### src/rtl/rr_req_arbiter.sv
// Round-robin arbiter for four requesters with a bounded hold time per grant.
// All outputs are registered; the winner is reported one-hot and as a 2-bit index.
module rr_req_arbiter #(
    parameter int unsigned MAX_HOLD = 8,
    parameter bit          GAP_EN   = 1'b0
) (
    input  logic       clk,
    input  logic       rst_n,
    input  logic [3:0] req,
    output logic [3:0] gnt,
    output logic [1:0] gnt_idx,
    output logic       gnt_valid,
    output logic       preempt
);

    typedef enum logic [1:0] {IDLE, GRANT, GAP} state_t;

    localparam logic [3:0] HOLD_LIM = 4'(MAX_HOLD - 1);

    state_t     state;
    logic [1:0] ptr;
    logic [3:0] hold_cnt;

    logic [3:0] others;
    logic       cur_req;
    logic       limit_hit;
    logic       end_grant;
    logic [1:0] nxt_ptr;
    logic [1:0] pick_idle;
    logic [1:0] pick_next;

    // First requester at or after p, wrapping 3->0.
    function automatic logic [1:0] pick(input logic [3:0] r, input logic [1:0] p);
        logic [1:0] res;
        logic [1:0] c;
        logic       found;
        res   = p;
        found = 1'b0;
        for (int unsigned k = 0; k < 4; k++) begin
            c = p + k[1:0];
            if (!found && r[c]) begin
                res   = c;
                found = 1'b1;
            end
        end
        return res;
    endfunction

    always_comb begin
        others    = req & ~gnt;
        cur_req   = req[gnt_idx];
        limit_hit = (hold_cnt == HOLD_LIM) && (|others);
        end_grant = !cur_req || limit_hit;
        nxt_ptr   = gnt_idx + 2'd1;
        pick_idle = pick(req, ptr);
        pick_next = pick(others, nxt_ptr);
    end

    always_ff @(posedge clk or negedge rst_n) begin
        if (!rst_n) begin
            state     <= IDLE;
            ptr       <= '0;
            hold_cnt  <= '0;
            gnt       <= '0;
            gnt_idx   <= '0;
            gnt_valid <= 1'b0;
            preempt   <= 1'b0;
        end else begin
            preempt <= 1'b0;
            case (state)
                IDLE, GAP: begin
                    if (|req) begin
                        state     <= GRANT;
                        gnt       <= 4'b0001 << pick_idle;
                        gnt_idx   <= pick_idle;
                        gnt_valid <= 1'b1;
                        hold_cnt  <= '0;
                    end else begin
                        state <= IDLE;
                    end
                end
                GRANT: begin
                    if (end_grant) begin
                        ptr     <= nxt_ptr;
                        preempt <= cur_req && limit_hit;
                        if (!GAP_EN && (|others)) begin
                            // Back-to-back handoff: outgoing requester is masked out.
                            gnt      <= 4'b0001 << pick_next;
                            gnt_idx  <= pick_next;
                            hold_cnt <= '0;
                        end else begin
                            state     <= GAP_EN ? GAP : IDLE;
                            gnt       <= '0;
                            gnt_idx   <= '0;
                            gnt_valid <= 1'b0;
                            hold_cnt  <= '0;
                        end
                    end else if (hold_cnt != HOLD_LIM) begin
                        hold_cnt <= hold_cnt + 4'd1;
                    end
                end
                default: begin
                    state     <= IDLE;
                    gnt       <= '0;
                    gnt_idx   <= '0;
                    gnt_valid <= 1'b0;
                end
            endcase
        end
    end

endmodule
### config.mk
export PLATFORM = sky130hd
export DESIGN_NAME = rr_req_arbiter
export DESIGN_NICKNAME = d
export VERILOG_FILES = /design/src/rtl/rr_req_arbiter.sv
export SDC_FILE = /design/constraint.sdc
export NUM_CORES = 1
export LEC_CHECK = 0
export ABC_AREA = 1
export CORE_UTILIZATION = 58
export CTS_CLUSTER_DIAMETER = 40
export DETAILED_ROUTE_END_ITERATION = 6
export HOLD_SLACK_MARGIN = 0.06
export PLACE_DENSITY_LB_ADDON = 0.08
export SYNTH_ARGS = -nofsm -noshare
export SYNTH_HDL_FRONTEND = slang
export SYNTH_SLANG_ARGS = --single-unit
### constraint.sdc
create_clock -name clk -period 2.15 [get_ports clk]
set_input_delay 0.43 -clock clk [delete_from_list [all_inputs] [get_ports clk]]
set_output_delay 0.43 -clock clk [all_outputs]
set_load 0.01 [all_outputs]
==> metrics.md <==
| Metric | Value |
|---|---|
| Post-synth design cell area | `0.001563 mm²` |
| Nature of the critical path endpoint | `flip-flop` |
| Final Power | `2.937 mW` |
| CP startpoint kind | `primary input` |
| Slew @ Worst Pin | `0.6564 ns` |
| Crit Reg-Reg Endpoint | `gnt[1]$_DFFE_PN0P_` |
| CP max FO | `8` |
| Area Growth Syn to Fin | `14.09%` |
| Setup bufs post-CTS | `0` |
| Synth Register Bits | `15` |
| Vias | `1538` |
| Number of synthesized flops with an enable pin | `0` |
| Residual antenna-violating net count after detailed routing | `0` |
| Layout Nets | `283` |
| Syn Nets | `260` |
| Skew-Pair Late Insertion Delay | `0.29 ns` |
| FMAX | `0.5028 GHz` |
| Worst hold path type | `reg2reg` |
| Number of global-route vias before repair | `1313` |
| 1st-iter DRT viols | `29` |
| Max VDD drop | `0.001278 V` |
| Crit path DAT | `2.21 ns` |
| Top_reg_cell synth | `dfrtp_1` |
| R2R depth | `15` |
| Num rows | `18` |
| Reg2reg start | `ptr[0]$_DFFE_PN0P_` |
| Die height | `53.91 µm` |
| Total Wirelength | `3.409 mm` |
| Max capacitance violation total | `0` |
| 1st-pass router iterations | `4` |
| Final setup violation count | `0` |
| # diodes | `0` |
| First-pass GRT wire length | `5.747 mm` |
| Largest net degree at the start of global routing | `16` |
| Post-synth cell types | `28` |
| Worst reg2reg setup slack | `0.29 ns` |
| Top cell type's share of synthesized area | `0.2810` |
| Die Span X | `53.91 µm` |
| Post-synthesis mux area share | `0` |
| HPWL after DPL | `2.636 mm` |
| WL/cell | `11.18 µm` |
| HP Start | `gnt_valid$_DFFE_PN0P_` |
| CTS tree | `built` |
| Synth Area in Adders | `0.008006` |
| Fin Clk Skew | `0.004531 ns` |
| Ys async rst share | `1.000` |
| RSZ-0062 raised after global routing | `no` |
| Avg Inst Size Synth | `6.177 µm²` |
| Top cells by area, synth | `nand2_1, dfrtp_1, nand3_1` |
| Htree depth | `1` |
| Fin crit period | `1.989 ns` |
| GP Congestion | `0.9186` |
| Die ar. | `0.002906 mm²` |
| Overall Global Routing Usage | `0.2779` |
| CTS Buf Count | `3` |
| WHS Endpoint | `gnt_valid$_DFFE_PN0P_` |
| Initial antenna violation count | `0` |
| Fin crit share | `0.9250` |
| Seq/Total Area, Yosys | `0.2402` |
| CP Data Required Time | `2.38 ns` |
| Leak pwr | `0.9968 nW` |
| Clock sink count | `15` |
| Root buf cell | `clkbuf_4` |
| Top Ports | `14` |
| Hold Vio Cnt, Final | `0` |
| Core area | `0.002522 mm²` |
| Syn Inst Count | `253` |
| DR DRC count | `0` |
| Vias/cell | `5.043` |
| Finished Core Util | `0.7068` |
| Synth warn | `0` |
| Share of post-route cells with drive strength above 1 | `0.2073` |
| CTS Buffer Depth | `2` |
| Complex-gate fraction of the synthesized area | `0.07286` |
| Reg clk slew, reported paths | `0.09 ns` |
| Filler instances | `220` |
| Synth area leader | `nand2_1` |
| Pwr dens | `1647 mW/mm²` |
| Max Slew Vio Count | `0` |
| Worst Hold Path Cells | `2` |
| Port buffer count | `13` |
| Crit path from | `req[3]` |
| Slew margin rel. | `0.5611` |
| Status | `finished clean` |
| Xor/xnor share of the synthesized area | `0.005604` |
| Simple-gate share of the synthesized area | `0.5693` |
| Kind of critical path | `in2reg` |
| Starting Density | `0.6195` |
| Global route overflow | `0` |
| Largest family of logic cells by synthesized area | `simple AND/OR/NAND/NOR gates` |
cell families (layout without fill, tap and decap cells):
kind of cell	Yosys count	after routing
simple gates	190	190
buf+inv	31	53
compound gates	15	15
flops	15	15
xor+xnor	1	1
fa+ha+maj	1	1
cells in the final DEF, fill, tap and decap left out:
| cell | netlist | routed |
|---|---|---|
| ha_1 | 1 | 1 |
| o41ai_1 | 1 | 1 |
| nor2_8 | 1 | 1 |
| o21ai_1 | 1 | 1 |
| clkdlybuf4s50_1 | 0 | 12 |
| inv_1 | 18 | 18 |
| dfrtp_1 | 15 | 15 |
| clkbuf_4 | 0 | 3 |
| nand2_4 | 4 | 4 |
| nand2_1 | 117 | 117 |
| buf_4 | 1 | 13 |
| nor2_4 | 1 | 1 |
| dlymetal6s2s_1 | 0 | 1 |
| clkbuf_1 | 0 | 1 |
| nand3_2 | 7 | 7 |
| a31oi_4 | 1 | 1 |
| nand2_2 | 15 | 15 |
| inv_2 | 4 | 4 |
| nor4_1 | 1 | 1 |
| nor2_2 | 2 | 2 |
| a21oi_2 | 1 | 1 |
| a21oi_1 | 2 | 2 |
| nand3_1 | 23 | 23 |
| inv_4 | 1 | 1 |
| o211ai_2 | 1 | 1 |
| o21ai_0 | 6 | 6 |
| xor2_1 | 1 | 1 |
| o21ai_2 | 2 | 2 |
| and2_4 | 1 | 1 |
| nor2_1 | 18 | 18 |
through the flow:
step / TNS, ns / hold WS (ns) / area, µm² / instances / setup slack (ns)
after floorplan: 0 / 0.1344 / 1563 / 253 / 0.5180
after global placement: -0.6843 / 0.4674 / 1754 / 301 / -0.09104
after detailed placement: -0.8967 / 0.4696 / 1754 / 301 / -0.1175
after CTS: 0 / 0.4966 / 1780 / 305 / 0.1852
after global routing: 0 / 0.5213 / 1783 / 305 / 0.005070
final: 0 / 0.4956 / 1783 / 305 / 0.1612
synth_stat cells, types with 4 or more instances:
cell and number:
nand3_2 7, inv_1 18, o21ai_0 6, nand2_2 15
nand3_1 23, inv_2 4, nand2_4 4, buf_6 5
dfrtp_1 15, nor2_1 18, nand2_1 117
final cells by class:
type / instances / area, µm² / area share
inverter: 23 / 88.84 / 0.04982
clock buffer: 4 / 26.28 / 0.01474
sequential: 15 / 375.4 / 0.2105
timing repair buffer: 26 / 230.2 / 0.1291
tap: 30 / 37.54 / 0.02105
multi-input combinational: 207 / 1025 / 0.5747
power by group:
group | switching, mW | leakage, nW | internal [mW]
clock | 0.0967 | 0.0150 | 0.0722
sequential | 0.162 | 0.188 | 0.393
combinational | 1.38 | 0.793 | 0.834
critical path, cell delays in order:
cell	delay, ns
clkdlybuf4s50_1	0.65
nand2_1	0.15
nand3_1	0.11
nand2_1	0.11
nand3_1	0.14
nand2_1	0.07
nand2_1	0.08
nand2_1	0.05
nor2_1	0.17
nand2_1	0.08
nand2_1	0.05
nor2_1	0.04
nor2_1	0.08
repair_timing:
action | CTS | global route
hold buffers | 0 | 0
endpoints found under the hold margin | 0 | 0
setup endpoints to repair | 0 | 1
resized for setup | 0 | 1
sequential cells by signal, summed over array words and instances, names as in the netlist:
register   flops
gnt            4
gnt_idx        2
gnt_valid      1
hold_cnt       4
preempt        1
ptr            2
state          1
per-layer routing:
metal	GRT usage	share of wire	vias up
met4	0.09211	0.014	0
met1	0.4000	0.52	667
met5	0	0	-
met3	0.03390	0.035	4
met2	0.4259	0.43	32
li1	-	-	835
how the worst max path moves through the flow:
stage          depth (start not counted)                     end  slack (ns)
2_1_floorplan                         12  gnt_idx[0]$_DFFE_PN0P_        0.52
3_3_place_gp                          14  gnt_idx[1]$_DFFE_PN0P_       -0.09
3_5_place_dp                          14  gnt_idx[1]$_DFFE_PN0P_       -0.12
4_1_cts                               13      gnt[1]$_DFFE_PN0P_        0.19
5_1_grt                               13      gnt[0]$_DFFE_PN0P_       0.005
6_report                              13      gnt[1]$_DFFE_PN0P_        0.16
Note: power is estimated with default switching activity, not from simulation.
